## src/rtl/pipe_pkg.sv

```systemverilog
// Shared widths and the per-stage record for the pipe_stages slice.
package pipe_pkg;

    localparam int PC_W_DEF   = 12;
    localparam int DATA_W_DEF = 32;
    localparam int DEPTH_MAX  = 8;

    // Contents of one pipeline stage at the default widths.
    typedef struct packed {
        logic                  valid;
        logic [PC_W_DEF-1:0]   pc;
        logic [DATA_W_DEF-1:0] data;
    } stage_t;

endpackage

```

## src/rtl/pipe_stage_reg.sv

```systemverilog
// One pipeline stage: valid bit, PC tag and payload.
// A flush clears valid and takes priority over any load.
// When the stage is disabled, every field holds its value.
module pipe_stage_reg
    import pipe_pkg::*;
#(
    parameter int PC_W   = PC_W_DEF,
    parameter int DATA_W = DATA_W_DEF
) (
    input  logic              clk,
    input  logic              rst,
    input  logic              en,
    input  logic              flush,
    input  logic              prev_valid,
    input  logic [PC_W-1:0]   prev_pc,
    input  logic [DATA_W-1:0] prev_data,
    output logic              valid,
    output logic [PC_W-1:0]   pc,
    output logic [DATA_W-1:0] data
);

    // Valid and PC are reset; flush kills the entry, enable advances it.
    always_ff @(posedge clk or posedge rst) begin
        if (rst) begin
            valid <= 1'b0;
            pc    <= '0;
        end else if (flush) begin
            valid <= 1'b0;
        end else if (en) begin
            valid <= prev_valid;
            pc    <= prev_pc;
        end
    end

    // Payload is not reset; it only needs to be correct while valid is set.
    always_ff @(posedge clk) begin
        if (en) begin
            data <= prev_data;
        end
    end

endmodule

```

## src/rtl/pipe_stages.sv

```systemverilog
// Elastic register pipeline of DEPTH stages. The ready chain is
// combinational, so bubbles collapse without a penalty.
// Optional feature: define PIPE_STAGES_PERF_EN to add the stall_cnt and
// bubble_cnt performance counters.
module pipe_stages
    import pipe_pkg::*;
#(
    parameter int DATA_W = DATA_W_DEF,
    parameter int PC_W   = PC_W_DEF,
    parameter int DEPTH  = 5            // legal range 1..DEPTH_MAX
) (
    input  logic                 CLK100MHZ,
    input  logic                 rst,
    input  logic                 in_valid,
    output logic                 in_ready,
    input  logic [PC_W-1:0]      in_pc,
    input  logic [DATA_W-1:0]    in_data,
    output logic                 out_valid,
    input  logic                 out_ready,
    output logic [PC_W-1:0]      out_pc,
    output logic [DATA_W-1:0]    out_data,
    input  logic                 flush,
    output logic [DEPTH-1:0]     stage_valid,
    output logic [DEPTH*PC_W-1:0] stage_pc
`ifdef PIPE_STAGES_PERF_EN
    ,
    output logic [31:0]          stall_cnt,
    output logic [31:0]          bubble_cnt
`endif
);

    logic [DEPTH-1:0] valid_vec;
    logic [DEPTH-1:0] en;
    logic [PC_W-1:0]   pc_arr   [DEPTH];
    logic [DATA_W-1:0] data_arr [DEPTH];

    // Enable chain in closed form: a stage may load if downstream accepts
    // or any stage from here to the end is empty. This avoids a
    // bit-to-bit dependency inside the enable vector.
    always_comb begin
        logic acc;
        acc = out_ready;
        en  = '0;
        for (int unsigned k = 0; k < DEPTH; k++) begin
            acc = acc | ~valid_vec[DEPTH-1-k];
            en[DEPTH-1-k] = acc;
        end
    end

    genvar g;
    generate
        for (g = 0; g < DEPTH; g++) begin : g_stage
            if (g == 0) begin : g_first
                pipe_stage_reg #(
                    .PC_W   (PC_W),
                    .DATA_W (DATA_W)
                ) u_stage (
                    .clk        (CLK100MHZ),
                    .rst        (rst),
                    .en         (en[g]),
                    .flush      (flush),
                    .prev_valid (in_valid),
                    .prev_pc    (in_pc),
                    .prev_data  (in_data),
                    .valid      (valid_vec[g]),
                    .pc         (pc_arr[g]),
                    .data       (data_arr[g])
                );
            end else begin : g_next
                pipe_stage_reg #(
                    .PC_W   (PC_W),
                    .DATA_W (DATA_W)
                ) u_stage (
                    .clk        (CLK100MHZ),
                    .rst        (rst),
                    .en         (en[g]),
                    .flush      (flush),
                    .prev_valid (valid_vec[g-1]),
                    .prev_pc    (pc_arr[g-1]),
                    .prev_data  (data_arr[g-1]),
                    .valid      (valid_vec[g]),
                    .pc         (pc_arr[g]),
                    .data       (data_arr[g])
                );
            end

            // Debug view: an empty stage shows a zero tag.
            assign stage_pc[g*PC_W +: PC_W] = valid_vec[g] ? pc_arr[g] : '0;
        end
    endgenerate

    assign stage_valid = valid_vec;
    assign in_ready    = en[0] & ~flush & ~rst;
    assign out_valid   = valid_vec[DEPTH-1] & ~flush;
    assign out_pc      = pc_arr[DEPTH-1];
    assign out_data    = data_arr[DEPTH-1];

`ifdef PIPE_STAGES_PERF_EN
    // Saturating stall/bubble counters, cleared by reset or flush.
    always_ff @(posedge CLK100MHZ or posedge rst) begin
        if (rst) begin
            stall_cnt  <= '0;
            bubble_cnt <= '0;
        end else if (flush) begin
            stall_cnt  <= '0;
            bubble_cnt <= '0;
        end else begin
            if (out_valid && !out_ready && !(&stall_cnt)) begin
                stall_cnt <= stall_cnt + 32'd1;
            end
            if (!out_valid && out_ready && !(&bubble_cnt)) begin
                bubble_cnt <= bubble_cnt + 32'd1;
            end
        end
    end
`endif

endmodule

```

## config.mk

```make
export PLATFORM = sky130hd
export DESIGN_NAME = pipe_stages
export DESIGN_NICKNAME = d
export VERILOG_FILES = /design/src/rtl/pipe_pkg.sv /design/src/rtl/pipe_stage_reg.sv /design/src/rtl/pipe_stages.sv
export SDC_FILE = /design/constraint.sdc
export NUM_CORES = 1
export LEC_CHECK = 0
export ABC_AREA = 0
export BUFFER_PORTS_ARGS = -buffer_cell sky130_fd_sc_hd__buf_2
export CAP_MARGIN = 10
export CORE_ASPECT_RATIO = 0.75
export CORE_MARGIN = 5
export CORE_UTILIZATION = 40
export CTS_BUF_LIST = sky130_fd_sc_hd__clkbuf_4 sky130_fd_sc_hd__clkbuf_8
export DETAILED_ROUTE_END_ITERATION = 6
export GPL_TIMING_DRIVEN = 0
export SETUP_SLACK_MARGIN = 0.15
export SYNTH_ARGS = -nofsm -noshare
export SYNTH_HDL_FRONTEND = slang
export SYNTH_SLANG_ARGS = --single-unit
export TNS_END_PERCENT = 20
```

## constraint.sdc

```tcl
create_clock -name CLK100MHZ -period 3 [get_ports CLK100MHZ]
set_clock_uncertainty 0.2 [all_clocks]
set_input_delay 0.45 -clock CLK100MHZ [delete_from_list [all_inputs] [get_ports CLK100MHZ]]
set_output_delay 0.45 -clock CLK100MHZ [all_outputs]
set_load 0.02 [all_outputs]
```

# Yosys cells after proc, flatten, opt, wreduce, memory -nomap -nowiden
# Cells that the tools add are included.
dict set report op_classes {
  bitwise 15
  reduce_logical 10
  mux 15
}
# cell count
set op_table {}
lappend op_table {{12-bit 2-to-1 mux} 5}
lappend op_table {{1-bit 2-to-1 mux} 10}
lappend op_table {{2-bit AND reduction} 5}
lappend op_table {{2-bit nonzero test} 5}
lappend op_table {{1-bit inverter} 7}
lappend op_table {{1-bit bitwise OR} 5}
lappend op_table {{1-bit bitwise AND} 3}
dict set report word_totals {
  ff_bits 225
  in_bits 49
  word_cells 55
}

# Logic depth before layout (Yosys ltp)
# Gate-level depths: netlist of the first run.
dict set report logic_depth {
  word_depth 8
  ltp_mapped 5
  ltp_nobuf 3
}

# Modules after synthesis
# From an unflattened synthesis of the first run, not the netlist that was laid out.
dict set report hier_totals {
  hier_cells 383
  hier_area_um2 8007.7
}
# mod area_per_inst_um2 seq_area_each_um2 cells_per_inst n_inst
set modules_own_cells {}
lappend modules_own_cells {pipe_stage_reg 1510.2 1286.2 62 5}
lappend modules_own_cells {pipe_stages 456.7 0.0 73 1}

# Worst setup path after synthesis of the first run
# Ideal clock, no wire load.
dict set report synth_timing {
  path_type {input to output}
  startpoint {input rst}
  endpoint {output in_ready}
  path_buffers 0
  required_ns 2.350
  path_stages 2
  arrival_ns 2.207
  slack_ns 0.143
  cell_sequence {inv_1 and2_1}
}
dict set report synth_via {
  elab_chain_len 2
}
# item line_no
set synth_rtl {}
lappend synth_rtl {{start, declared} pipe_stages.sv:13} ;# input logic rst,
lappend synth_rtl {{1-bit inverter} pipe_stages.sv:93} ;# assign in_ready = en[0] & ~flush & ~rst;
lappend synth_rtl {{1-bit bitwise AND} pipe_stages.sv:93}
lappend synth_rtl {{end, declared} pipe_stages.sv:15} ;# output logic in_ready,
# Every way passes these cells.

# Worst setup path in the final report of the first run
dict set report layout_timing {
  startpoint {register g_stage[4].g_next.u_stage.valid}
  endpoint {output in_ready}
}
dict set report layout_via {
  elab_chain_len 8
}
# item line_no
set layout_rtl {}
lappend layout_rtl {{start, declared} pipe_stage_reg.sv:17} ;# output logic valid,
lappend layout_rtl {{start signal, assigned} pipe_stage_reg.sv:30} ;# valid <= prev_valid;
lappend layout_rtl {{1-bit inverter} pipe_stages.sv:45} ;# acc = acc | ~valid_vec[DEPTH-1-k];
lappend layout_rtl {{1-bit bitwise OR (5 in series)} pipe_stages.sv:45}
lappend layout_rtl {{1-bit bitwise AND (2 in series)} pipe_stages.sv:93}
# Every way passes these cells.

==> results of run 1 <==
==> cells in the final DEF (no fill, tap or decap), types with 3 or more instances in the layout <==
cell,count
nor2_1,8
a21oi_1,4
dfrtp_1,63
mux2_2,60
and2_1,61
clkinvlp_4,3
buf_16,3
edfxtp_1,160
clkinv_2,4
clkinv_1,9
buf_2,160
clkbuf_4,10
clkbuf_1,5
dlygate4sd3_1,47
buf_4,40
clkbuf_8,39
inv_1,3
==> worst paths after layout <==
kind | to | depth (start not counted) | startpoint
worst max-delay path | in_ready | 6 | g_stage[4].g_next.u_stage.valid
worst min-delay path | g_stage[4].g_next.u_stage.valid | 4 | out_ready
worst max register to register | g_stage[0].g_first.u_stage.data[21] | 3 | g_stage[2].g_next.u_stage.valid
worst min register to register | g_stage[2].g_next.u_stage.data[17] | 0 | g_stage[1].g_next.u_stage.data[17]
max in group asynchronous | g_stage[3].g_next.u_stage.valid | 4 | rst
min in group asynchronous | g_stage[3].g_next.u_stage.pc[2] | 4 | rst
==> tightest hold or removal path, delay by kind of cell <==
| family | cells | cell delay, ns |
|---|---|---|
| and+or+nand+nor | 3 | 0.23 |
| buffers and inverters | 1 | 0.09 |
==> through the flow <==
| step | cell area [µm²] | TNS [ns] | power, mW | cells | util |
|---|---|---|---|---|---|
| global placement | 9080 | -2.65 | 4.36 | 831 | 0.466 |
| floorplan | 7970 | 0 | 4.14 | 419 | - |
| CTS | 10300 | 0 | 6.94 | 946 | 0.530 |
| finish | 10400 | 0 | 6.83 | 947 | 0.531 |
| global route | 10400 | 0 | 7.18 | 947 | 0.531 |
| detailed placement | 9170 | 0 | 4.40 | 834 | 0.470 |
==> layer usage <==
metal,vias to the layer above,wire [µm]
li1,1976,-
met1,2055,6510
met2,102,7360
met3,29,758
met4,0,332
met5,-,0
==> flip-flops by register name, indices dropped and copies added (netlist names) <==
signal	flops
g_stage.g_first.u_stage.data	32
g_stage.g_first.u_stage.pc	12
g_stage.g_first.u_stage.valid	1
g_stage.g_next.u_stage.data	128
g_stage.g_next.u_stage.pc	48
g_stage.g_next.u_stage.valid	4
==> area by class of cell <==
class / count / area (µm²)
fillers: 1591 / 9130
flip-flops and latches: 225 / 6430
repair buffers: 210 / 1370
multi-input cells: 141 / 1180
clock buffers: 49 / 612
plain buffers: 49 / 350
well taps: 253 / 317
clock inverters: 16 / 77.6
inverters: 4 / 18.8
==> where the power goes <==
group | switching (mW) | internal (mW)
logic | 0.286 | 0.307
clock network | 1.11 | 1.33
registers | 0.174 | 3.62
total | 1.57 | 5.25
==> timing repair <==
item,in CTS,in global routing
hold endpoints to repair,66,0
gates resized for setup,0,2
endpoints found under the setup margin,0,1
hold buffers,47,0
==> cells by family after synthesis <==
kind of cell / Yosys count / share of synthesized area
compound gates: 6 / 0.00628
buf+inv: 53 / 0.0458
flops: 225 / 0.807
mux: 60 / 0.0848
simple gates: 75 / 0.0561
==> key figures, run 1 <==
GRT
  – Met3 Usage GRT: 0.0341
  – Largest net degree at the start of global routing: 46
  – M2 GR Usage: 0.220
  – Vias in the first global route: 4507
  – Tot GR Track Use: 0.133
  – First-pass GRT wire length: 24300 µm
  – Grt ovf: 0
  – Most Crowded Layer GR: met2
  – Number of antenna violations at the first check in global routing: 0
  – GR Layer Usage met1: 0.172

Logic synthesis
  – Mapped Area: 7970 µm²
  – YS warnings: 0
  – Area contributors post-synth: edfxtp_1 (60%), dfrtp_1 (20%), mux2_2 (8.5%)
  – Mapped Avg Cell Area: 19.0 µm²
  – Yosys reg bits: 225
  – Synth Instances: 419
  – Ys async rst share: 0.289
  – Main flop type after synthesis: edfxtp_1
  – Cell variety after synth: 18
  – Mapped Nets: 468
  – Synth top area share: 0.603
  – Number of enable flip-flop cells after synthesis: 160
  – Sequential area share after synthesis: 0.807
  – Area leader, netlist: edfxtp_1
  – Most frequent cells after synthesis: edfxtp_1 (160), dfrtp_1 (65), and2_1 (61)
  – Most frequent cell after synthesis: edfxtp_1

Setup path
  – Cell chain of the critical path: and4b_1 > buf_4 > a31oi_4 > buf_6 > and2_1 > buf_2
  – Setup CP Type: reg2out
  – Crit-path leading delay family: buffers and inverters
  – Slowest stage delay, CP: 0.45 ns
  – CP Capture Type: primary output
  – Buf/Inv on CP: 3
  – Crit path max fanout: 10
  – Critical path's slowest cell: dfrtp_2
  – Startpoint Class: flip-flop
  – Worst EP required: 2.35 ns
  – Critical Path AT: 2.06 ns
  – R2R setup slack: 0.72 ns

Clocking
  – H-tree Lvls: 2
  – Post-CTS Setup Bufs: 0
  – CTS clk-pin slew, worst paths: 0.06 ns
  – CTS tree: done
  – Worst-skew pair later-pin latency: 0.50 ns
  – Worst-case clock buffer depth: 3
  – CTS Buf Count: 36
  – CTS root buf: clkbuf_8
  – TritonCTS Sinks: 225

Finish
  – Layout cells sized above 1: 0.474
  – Antenna Cells: 0
  – Area Growth Syn to Fin: 30.0%
  – Fin nets: 716

Detailed routing
  – Vias: 4162
  – Starting DRT DRC Count: 179
  – DRT antenna net count: 0
  – Routed len/inst: 15.8 µm
  – Drt total wl: 15000 µm
  – Vias per cell: 4.39
  – DRT Pass-1 Iters: 4
  – DRC: 0

Place
  – Dpl ws: 0.459 ns
  – GPL Wtd Cong: 0.779
  – # port buffers: 159
  – Hpwl dp: 10300 µm

Outcome
  – Status: finished, final reports clean

Timing
  – Setup violators final: 0
  – Slew HR: 0.372
  – Slew @ Worst Pin: 0.939 ns
  – Tmin final: 2.71 ns
  – RSZ-0062 raised after global routing: false
  – Final hold slack: 0.110 ns
  – Fmax: 369 MHz
  – Max Transition Viols Final: 0
  – Final WS setup: 0.288 ns
  – Final Hold Viols: 0
  – Final worst-path cycle share: 0.904

Flow run
  – Maxcap violations: 0

Pwr
  – PwrDens: 659 nW/µm²
  – P_leak: 4.48 nW
  – IR drop worst, VDD: 0.339 mV

Floorplan
  – Die Footprint: 22900 µm²
  – Die height: 132 µm
  – Die X: 173 µm
  – CORE AREA: 19500 µm²
  – Initial core utilization: 0.409
  – IO Pins: 160
  – Rows: 44

Min path
  – Hold Crit Class: in2reg
Power figures use the tool's default switching activity.
==> inputs of run 2 (changes only) <==
Settings changed: ABC_AREA 0 to 1, HOLD_SLACK_MARGIN from default to 0.05, PLACE_DENSITY from default to 0.61.
==> run 2 against run 1 <==
Register-to-register slack lost 0.17 ns. Critical endpoint unchanged. Cell count grew 18%. Routed wire length grew 6.3%. Global-route usage grew 0.37 points. Power shrank 3.5%. Critical path depth grew 2. Synthesized cell count grew 39%. First-iteration DRC count grew 33%. Critical path type unchanged.
==> key figures, run 2 <==
Timing
  – Max Transition Viols Final: 0
  – Final worst-path cycle share: 0.886
  – RSZ-0062 raised after global routing: false
  – Setup violators final: 0
  – Fmax: 376 MHz
  – Tmin final: 2.66 ns
  – Slew HR: 0.389
  – Final Hold Viols: 0
  – Slew @ Worst Pin: 0.913 ns

Min path
  – Hold Path Stages: 5
  – Min-delay src: out_ready
  – Hold Crit Class: in2reg

Setup path
  – Critical Path AT: 2.01 ns
  – Most common cell on crit path: buf_2
  – Critical path's slowest cell: dfrtp_1
  – R2R setup slack: 0.55 ns
  – CP startpoint: g_stage[4].g_next.u_stage.valid
  – Slowest stage delay, CP: 0.34 ns
  – R2R Path End: g_stage[4].g_next.u_stage.pc[2]
  – Cell chain of the critical path: buf_2 > nand3_4 > nor2_4 > nand3_2 > nand2_2 > buf_6 > nor2_1 > buf_2
  – CP Capture Type: primary output
  – Crit path max fanout: 10
  – Startpoint Class: flip-flop
  – Worst r2r src: g_stage[4].g_next.u_stage.valid
  – Worst R2R Path Depth: 5
  – Setup CP Type: reg2out
  – Critical path destination: in_ready
  – Worst EP required: 2.35 ns

Logic synthesis
  – Yosys reg bits: 225
  – Mux contribution to synthesized area: 0.0166
  – Xor/xnor share of the synthesized area: 0
  – Mapped Nets: 632
  – Main flop type after synthesis: edfxtp_1
  – Area leader, netlist: edfxtp_1
  – Cell variety after synth: 21
  – Synth Area in Simple Gates: 0.111
  – YS warnings: 0
  – Synth top area share: 0.591
  – Most frequent cells after synthesis: nand2_1 (161), edfxtp_1 (160), dfrtp_1 (65), inv_1 (65), nand3_1 (46)
  – Mapped Avg Cell Area: 13.9 µm²
  – Synth Instances: 583
  – Mapped Area: 8130 µm²
  – Most frequent cell after synthesis: nand2_1
  – Area contributors post-synth: edfxtp_1 (59%), dfrtp_1 (20%), nand2_1 (7.4%)
  – Post-synthesis adder-cell area fraction: 0
  – Largest family of logic cells by synthesized area: simple AND/OR/NAND/NOR gates
  – Number of enable flip-flop cells after synthesis: 160
  – Ys async rst share: 0.289
  – Compound-Gate Fraction of Synth Area: 0.00462
  – Sequential area share after synthesis: 0.791

Clocking
  – Worst-case clock buffer depth: 3
  – TritonCTS Sinks: 225
  – Post-CTS Resized: 0
  – CTS clk-pin slew, worst paths: 0.06 ns
  – CTS root buf: clkbuf_8
  – Post-CTS Setup Bufs: 0
  – CTS Buf Count: 36
  – H-tree Lvls: 2
  – Worst-skew pair later-pin latency: 0.50 ns
  – CTS tree: done

Finish
  – Fin nets: 880
  – Filler instances: 1708
  – Layout cells sized above 1: 0.336
  – Max FFs per register: 128
  – Area Growth Syn to Fin: 29.0%
  – Largest regs: g_stage.g_next.u_stage.data: 128 flops, g_stage.g_next.u_stage.pc: 48 flops, g_stage.g_first.u_stage.data: 32 flops
  – Commonest non-fill, non-tap cell in the layout: buf_2
  – Layout Cell Area excl Fill: 10500 µm²
  – Commonest cells after routing, fill and taps aside: buf_2 (164), nand2_1 (160), edfxtp_1 (160)
  – Non-Filler Instances: 1113
  – Final core occ: 0.522
  – Most flop-heavy register: g_stage.g_next.u_stage.data
  – Antenna Cells: 0

Floorplan
  – Die height: 133 µm
  – Initial core utilization: 0.404
  – IO Pins: 160
  – CORE AREA: 20100 µm²
  – Die X: 175 µm
  – Die Footprint: 23300 µm²
  – Rows: 45

Place
  – Placed Area: 9330 µm²
  – Dpl cells: 1003
  – # port buffers: 159
  – GPL Wtd Cong: 0.818
  – Hpwl dp: 10500 µm

Outcome
  – Status: finished, final reports clean

Detailed routing
  – DRT Pass-1 Iters: 5
  – Starting DRT DRC Count: 238
  – DRT antenna net count: 0
  – Vias per cell: 4.39
  – Vias: 4881
  – DRC: 0
  – Drt total wl: 15900 µm
  – Routed len/inst: 14.3 µm

GRT
  – Vias in the first global route: 4969
  – Number of antenna violations at the first check in global routing: 0
  – Grt ovf: 0
  – First-pass GRT wire length: 25500 µm
  – Largest net degree at the start of global routing: 44
  – Tot GR Track Use: 0.137

Pwr
  – Final Power: 6.59 mW
  – PwrDens: 629 nW/µm²
  – P_leak: 5.23 nW
  – IR drop worst, VDD: 0.386 mV

Flow run
  – Maxcap violations: 0
-- run 2: timing repair --
item / 4_1_cts / 5_1_grt
hold endpoints to repair: 70 / 0
endpoints found under the setup margin: 0 / 0
hold buffers: 48 / 0
-- run 2: logic make-up after synthesis --
group                  count (synthesis)
multiplexers                          12
AO/OA/AOI/OAI                          7
AND/OR/NAND/NOR                      216
buffers and inverters                123
flip-flops                           225
-- run 2: per-stage QoR --
step	hold WS, ns	setup TNS, ns	setup slack (ns)
final	0.204	0	0.343
after global routing	0.221	0	0.240
after CTS	0.173	0	0.318
after detailed placement	0.205	0	0.442
after global placement	0.200	-18.05	-0.202
after floorplan	0.200	0	0.647
-- run 2: critical path: cells and delay by family, from the launching register on --
kind,cells,cell delay (ns)
buffers and inverters,3,0.55
flip-flops,1,0.34
AND/OR/NAND/NOR,5,0.61
-- run 2: power by group --
part	leakage, nW	switching [mW]	internal, mW
combinational	2.35	0.256	0.217
sequential	2.52	0.122	3.56
clock	0.361	1.11	1.33
total	5.23	1.48	5.11
-- run 2: how the worst min path moves through the flow --
stage                                               endpoint  slack, ns
after floorplan            g_stage[1].g_next.u_stage.data[0]       0.20
after global placement    g_stage[2].g_next.u_stage.data[30]       0.20
after detailed placement  g_stage[1].g_next.u_stage.data[14]       0.20
after CTS                   g_stage[3].g_next.u_stage.pc[10]       0.17
after global routing      g_stage[4].g_next.u_stage.data[24]       0.22
final                       g_stage[3].g_next.u_stage.pc[10]       0.20
-- run 2: per-layer routing --
layer | share of wire | wire length (µm) | GRT usage | vias up
met1 | 0.45 | 7200 | 0.186 | 2301
met3 | 0.066 | 1040 | 0.0352 | 22
met4 | 0.015 | 238 | 0.0432 | 0
met2 | 0.47 | 7410 | 0.218 | 166
li1 | - | - | - | 2392
met5 | 0 | 0 | 0 | -
-- run 2: layout make-up --
type	instances	area, µm²	area share
Sequential cell	225	6430	0.613
Timing Repair Buffer	210	1350	0.129
Multi-Input combinational cell	235	1080	0.103
Clock buffer	50	619	0.0591
Buffer	57	377	0.0359
Tap cell	258	323	0.0308
Inverter	66	248	0.0236
Clock inverter	12	60.1	0.00573
